<file path="src/rtl/uart_rx_pkg.sv">
// Shared UART RX definitions: counter widths,
// saturation limit and the idle line level.
package uart_rx_pkg;

    localparam int PRESCALE_W = 5;
    localparam int BIT_CNT_W  = 4;

    localparam logic [BIT_CNT_W-1:0] BIT_CNT_MAX = 4'd15;

    localparam logic LINE_IDLE = 1'b1;

    function automatic logic maj3(
        input logic a,
        input logic b,
        input logic c
    );
        return (a & b) | (a & c) | (b & c);
    endfunction

endpackage

</file>
<file path="src/rtl/rx_sync.sv">
// Flop-chain synchroniser for the raw serial line,
// reset to the idle level so no false start is seen.
module rx_sync
    import uart_rx_pkg::*;
#(
    parameter int STAGES = 2
) (
    input  logic clk,
    input  logic rst_n,
    input  logic d_i,
    output logic q_o
);

    logic [STAGES-1:0] chain_q;

    // shift the line through the chain, oldest at the top
    always_ff @(posedge clk or negedge rst_n) begin
        if (!rst_n) begin
            chain_q <= {STAGES{LINE_IDLE}};
        end else begin
            chain_q <= {chain_q[STAGES-2:0], d_i};
        end
    end

    assign q_o = chain_q[STAGES-1];

endmodule

</file>
<file path="src/rtl/edge_bit_sampler.sv">
// UART RX timing stage: edge/bit counters, three
// mid-bit samples and a majority vote per bit.
module edge_bit_sampler
    import uart_rx_pkg::*;
#(
    parameter int SYNC_STAGES = 2
) (
    input  logic                  clk,
    input  logic                  rst,
    input  logic                  RX_in,
    input  logic [PRESCALE_W-1:0] prescale,
    input  logic                  counter_en,
    input  logic                  data_samp_en,
    output logic                  RX_sync,
    output logic [PRESCALE_W-1:0] edge_cnt,
    output logic [BIT_CNT_W-1:0]  bit_cnt,
    output logic                  sampled_bit,
    output logic                  samp_valid
);

    logic [PRESCALE_W-1:0] edge_q, edge_d;
    logic [BIT_CNT_W-1:0]  bit_q, bit_d;
    logic [2:0]            smp_q, smp_d;
    logic [1:0]            arm_q, arm_d;
    logic                  sbit_q, sbit_d;
    logic                  valid_q, valid_d;

    logic [PRESCALE_W-1:0] last_edge;
    logic [PRESCALE_W-1:0] mid;
    logic                  hit0, hit1, hit2;

    rx_sync #(
        .STAGES (SYNC_STAGES)
    ) u_sync (
        .clk   (clk),
        .rst_n (rst),
        .d_i   (RX_in),
        .q_o   (RX_sync)
    );

    assign last_edge = prescale - PRESCALE_W'(1);
    assign mid       = prescale >> 1;
    assign hit0      = (edge_q == mid - PRESCALE_W'(1));
    assign hit1      = (edge_q == mid);
    assign hit2      = (edge_q == mid + PRESCALE_W'(1));

    // wrap with >= so a shrunken prescale still ends the bit;
    // a disabled counter always clears both counts
    always_comb begin
        edge_d = '0;
        bit_d  = '0;
        if (counter_en) begin
            if (edge_q >= last_edge) begin
                edge_d = '0;
                bit_d  = (bit_q == BIT_CNT_MAX) ? bit_q
                                                : bit_q + 1'b1;
            end else begin
                edge_d = edge_q + 1'b1;
                bit_d  = bit_q;
            end
        end
    end

    // arm flags remember that the earlier samples were taken;
    // the vote uses the live line for the third sample
    always_comb begin
        smp_d   = smp_q;
        arm_d   = arm_q;
        sbit_d  = sbit_q;
        valid_d = 1'b0;
        if (hit0) begin
            arm_d[0] = data_samp_en;
            if (data_samp_en) smp_d[0] = RX_sync;
        end
        if (hit1) begin
            arm_d[1] = arm_q[0] & data_samp_en;
            if (data_samp_en) smp_d[1] = RX_sync;
        end
        if (hit2 && data_samp_en) begin
            smp_d[2] = RX_sync;
            if (arm_q[1]) begin
                sbit_d  = maj3(smp_q[0], smp_q[1], RX_sync);
                valid_d = 1'b1;
            end
        end
    end

    // state registers, all cleared asynchronously
    always_ff @(posedge clk or negedge rst) begin
        if (!rst) begin
            edge_q  <= '0;
            bit_q   <= '0;
            smp_q   <= {3{LINE_IDLE}};
            arm_q   <= '0;
            sbit_q  <= LINE_IDLE;
            valid_q <= 1'b0;
        end else begin
            edge_q  <= edge_d;
            bit_q   <= bit_d;
            smp_q   <= smp_d;
            arm_q   <= arm_d;
            sbit_q  <= sbit_d;
            valid_q <= valid_d;
        end
    end

    assign edge_cnt    = edge_q;
    assign bit_cnt     = bit_q;
    assign sampled_bit = sbit_q;
    assign samp_valid  = valid_q;

endmodule

</file>
<file path="config.mk">
export PLATFORM = sky130hd
export DESIGN_NAME = edge_bit_sampler
export DESIGN_NICKNAME = d
export VERILOG_FILES = /design/src/rtl/uart_rx_pkg.sv /design/src/rtl/rx_sync.sv /design/src/rtl/edge_bit_sampler.sv
export SDC_FILE = /design/constraint.sdc
export NUM_CORES = 1
export LEC_CHECK = 0
export ABC_AREA = 1
export CAP_MARGIN = 10
export CORE_MARGIN = 2
export CORE_UTILIZATION = 55
export CTS_CLUSTER_SIZE = 20
export DETAILED_ROUTE_END_ITERATION = 10
export PLACE_DENSITY_LB_ADDON = 0.25
export SLEW_MARGIN = 10
export SYNTH_ARGS = -nofsm -noshare
export SYNTH_HDL_FRONTEND = slang
export SYNTH_HIERARCHICAL = 1
export SYNTH_SLANG_ARGS = --single-unit
</file>
<file path="constraint.sdc">
create_clock -name clk -period 4.5 [get_ports clk]
set_input_delay 0.675 -clock clk [delete_from_list [all_inputs] [get_ports clk]]
set_output_delay 0.675 -clock clk [all_outputs]
set_load 0.01 [all_outputs]
</file>
==> results.yml <==
run_status:
  status: "finished clean"
logic_synthesis:
  syn_nets: 182
  ys_seq_elements: 17
  avgSynthCellArea_sq_um: 7.476
  ys_top_cells_by_area: "dfrtp_1 25%, nand2_1 16%, ha_1 11%"
  ys_seq_area_share_pct: 35.86
  synth_area_sq_mm: 0.001204
  syn-instance-count: 161
  yosysUniqueCellTypes: 24
  yosysTopAreaCellShare_pct: 24.95
  yosys.area.top_type: "dfrtp_1"
  yosys_warnings: 6
grt:
  track_usage_pct: 22.63
  grt_max_degree: 18
  globalRoute.totalOverflow: 0
  grt_pass1_vias: 1087
  antenna_found_initial: 0
  grt_pass1_wl_microns: 4450
cts:
  cts-buffers-inserted: 3
  clk_pin_slew_ns: 0.10
  clkLatencyLatePin_ns: 0.29
  cts_setup_buffers: 0
  ctsRootBufferMaster: "clkbuf_4"
  cts.repair.resized: 0
  cts_tree: "done"
  cts-hold-fix-buffers: 0
  clock-sinks: 17
  htreeDepth: 1
  clk_path_buf_depth: 2
setup_path:
  critPathKind: "input pin to flip-flop"
  crit_top_cell: "nand2_1"
  cp_top_family: "buffers and inverters"
  end_kind: "flip-flop"
  critPathMaxStageDelay_ns: 0.58
  path_max_fanout: 10
  start_kind: "input pin"
  crit_arrival_ns: 2.93
  crit_buf_inv: 3
  cpMaxStageDelayCell: "clkdlybuf4s50_1"
  crit_chain: "clkdlybuf4s50_1 -> inv_1 -> ha_1 -> inv_1 -> a21oi_1 -> xor2_1 -> ha_1 -> nand2_1 -> or2_1 -> nand3_2 -> nand2_1 -> nand2_1 -> nand2_1"
  required_ns: 4.69
sta:
  fmax_mhz: 365.3
  rsz0062_at_grt: "no"
  tns_ns: 0
  setup_violations: 0
  fin_crit_sh_pct: 60.84
  maxSlewViolCount: 0
  fin_hold_ws_ns: 0.3612
  skew_ns: 0.002818
  setup_ws_ns: 1.762
  fin_crit_ns: 2.738
  hold_violations: 0
  maxSlewHeadroom_pct: 50.75
  worst_pin_slew_ns: 0.7364
die:
  initial_core_util_pct: 59.53
  fp.dieH_microns: 50.78
  num_io_pins: 22
  die_w_microns: 50.78
  die_area_sq_mm: 0.002579
  row_count: 16
  core-area_sq_mm: 0.002022
placement:
  gp_congestion: 0.8322
  port_buffers: 21
  post-place-ws_ns: 1.457
  dp_hpwl_microns: 2004
  place_inst: 209
route:
  wl_per_cell_microns: 11.57
  initialDrtViolationCount: 14
  routed-via-count: 1087
  dr.pass1.iters: 4
  drc: 0
  drt_wl_total_microns: 2465
  final_antenna_net_count: 0
  vias_per_cell: 5.103
cells_and_area:
  fin_nets: 208
  diodes: 0
  final_cell_mix: "52 x nand2_1, 21 x clkdlybuf4s50_1, 18 x inv_1"
  drive_gt1_share_pct: 12.37
  area_growth_syn_to_layout_pct: 22.56
  layout.cells.non_filler: 213
  final_common_cell: "nand2_1"
min_path:
  holdCritPathClass: "flip-flop to flip-flop"
flow_run:
  maxCapViolCount: 0
pwr:
  powerDensity_mw_per_mm2: 295.0
  ir_worst_vdd_uv: 234.0
  power_leakage_nw: 0.7556
cell usage after synthesis (all sizes together):
library cell,count
nand3,14
inv,21
ha,11
xnor2,2
xor2,6
dfstp,5
or2,1
nor2,18
a21oi,4
a211oi,1
nor3,1
dfrtp,12
maj3,1
nand4,3
o21ai,2
nand3b,2
nand2,57
state kept, by name, summed over array words and instances, names as in the netlist:
name and count:
edge_cnt 5, bit_cnt 4, arm_q 2, smp_q 2, u_sync/chain_q 2, samp_valid 1
sampled_bit 1
cells by family (layout without fill, tap and decap cells):
kind of cell             count (synthesis)  in the layout  share of synthesized area, %
adder cells (fa/ha/maj)                 12             12                         12.27
buffers and inverters                   21             46                         6.548
XOR/XNOR                                 8              8                         5.821
flip-flops                              17             17                         35.86
AO/OA/AOI/OAI                            7              7                         3.533
AND/OR/NAND/NOR                         96             96                         35.97
metrics by stage:
stage / utilization, % / total power [W] / cell area, sq um
CTS: 72.96 / 0.0004416 / 1475
global route: 72.96 / 0.0004714 / 1475
global placement: 71.60 / 0.0003516 / 1448
floorplan: - / 0.0002981 / 1204
finish: 72.96 / 0.0004352 / 1475
detailed placement: 71.60 / 0.0003587 / 1448
power by group:
group          switching (W)   total, W  internal [W]  leakage, nW
clock              0.0000478  0.0000808     0.0000330       0.0177
combinational      0.0000739   0.000140     0.0000658        0.525
sequential         0.0000258   0.000215      0.000189        0.213
total               0.000148   0.000435      0.000288        0.756
area by class of cell:
class | instances | area, sq um
Timing Repair Buffer | 21 | 210.2
Clock inverter | 1 | 5.005
Fill cell | 160 | 546.8
Multi-Input combinational cell | 123 | 693.2
Clock buffer | 3 | 22.52
Tap cell | 27 | 33.78
Sequential cell | 17 | 431.7
Inverter | 21 | 78.83
final timing paths:
path / start / endpoint / slack [ns] / cells past startpoint
worst max-delay path: prescale[2] / bit_cnt[3]$_DFFE_PN0P_ / 1.76 / 13
worst min-delay path: u_sync/chain_q[0]$_DFF_PN1_ / u_sync/chain_q[1]$_DFF_PN1_ / 0.36 / 0
worst max register to register: edge_cnt[2]$_DFF_PN0_ / bit_cnt[3]$_DFFE_PN0P_ / 2.84 / 7
worst min register to register: u_sync/chain_q[0]$_DFF_PN1_ / u_sync/chain_q[1]$_DFF_PN1_ / 0.36 / 0
max in group asynchronous: rst / arm_q[0]$_DFFE_PN0N_ / 3.22 / 1
min in group asynchronous: rst / edge_cnt[1]$_DFF_PN0_ / 0.82 / 1
layer usage:
layer | global-route usage (%) | routed length [microns] | up-vias
met3 | 4.167 | 97 | 2
li1 | - | - | 558
met2 | 39.69 | 1284 | 26
met1 | 28.14 | 1060 | 501
met5 | 0 | 0 | -
met4 | 6.757 | 22 | 0
(Power assumes the default switching activity.)
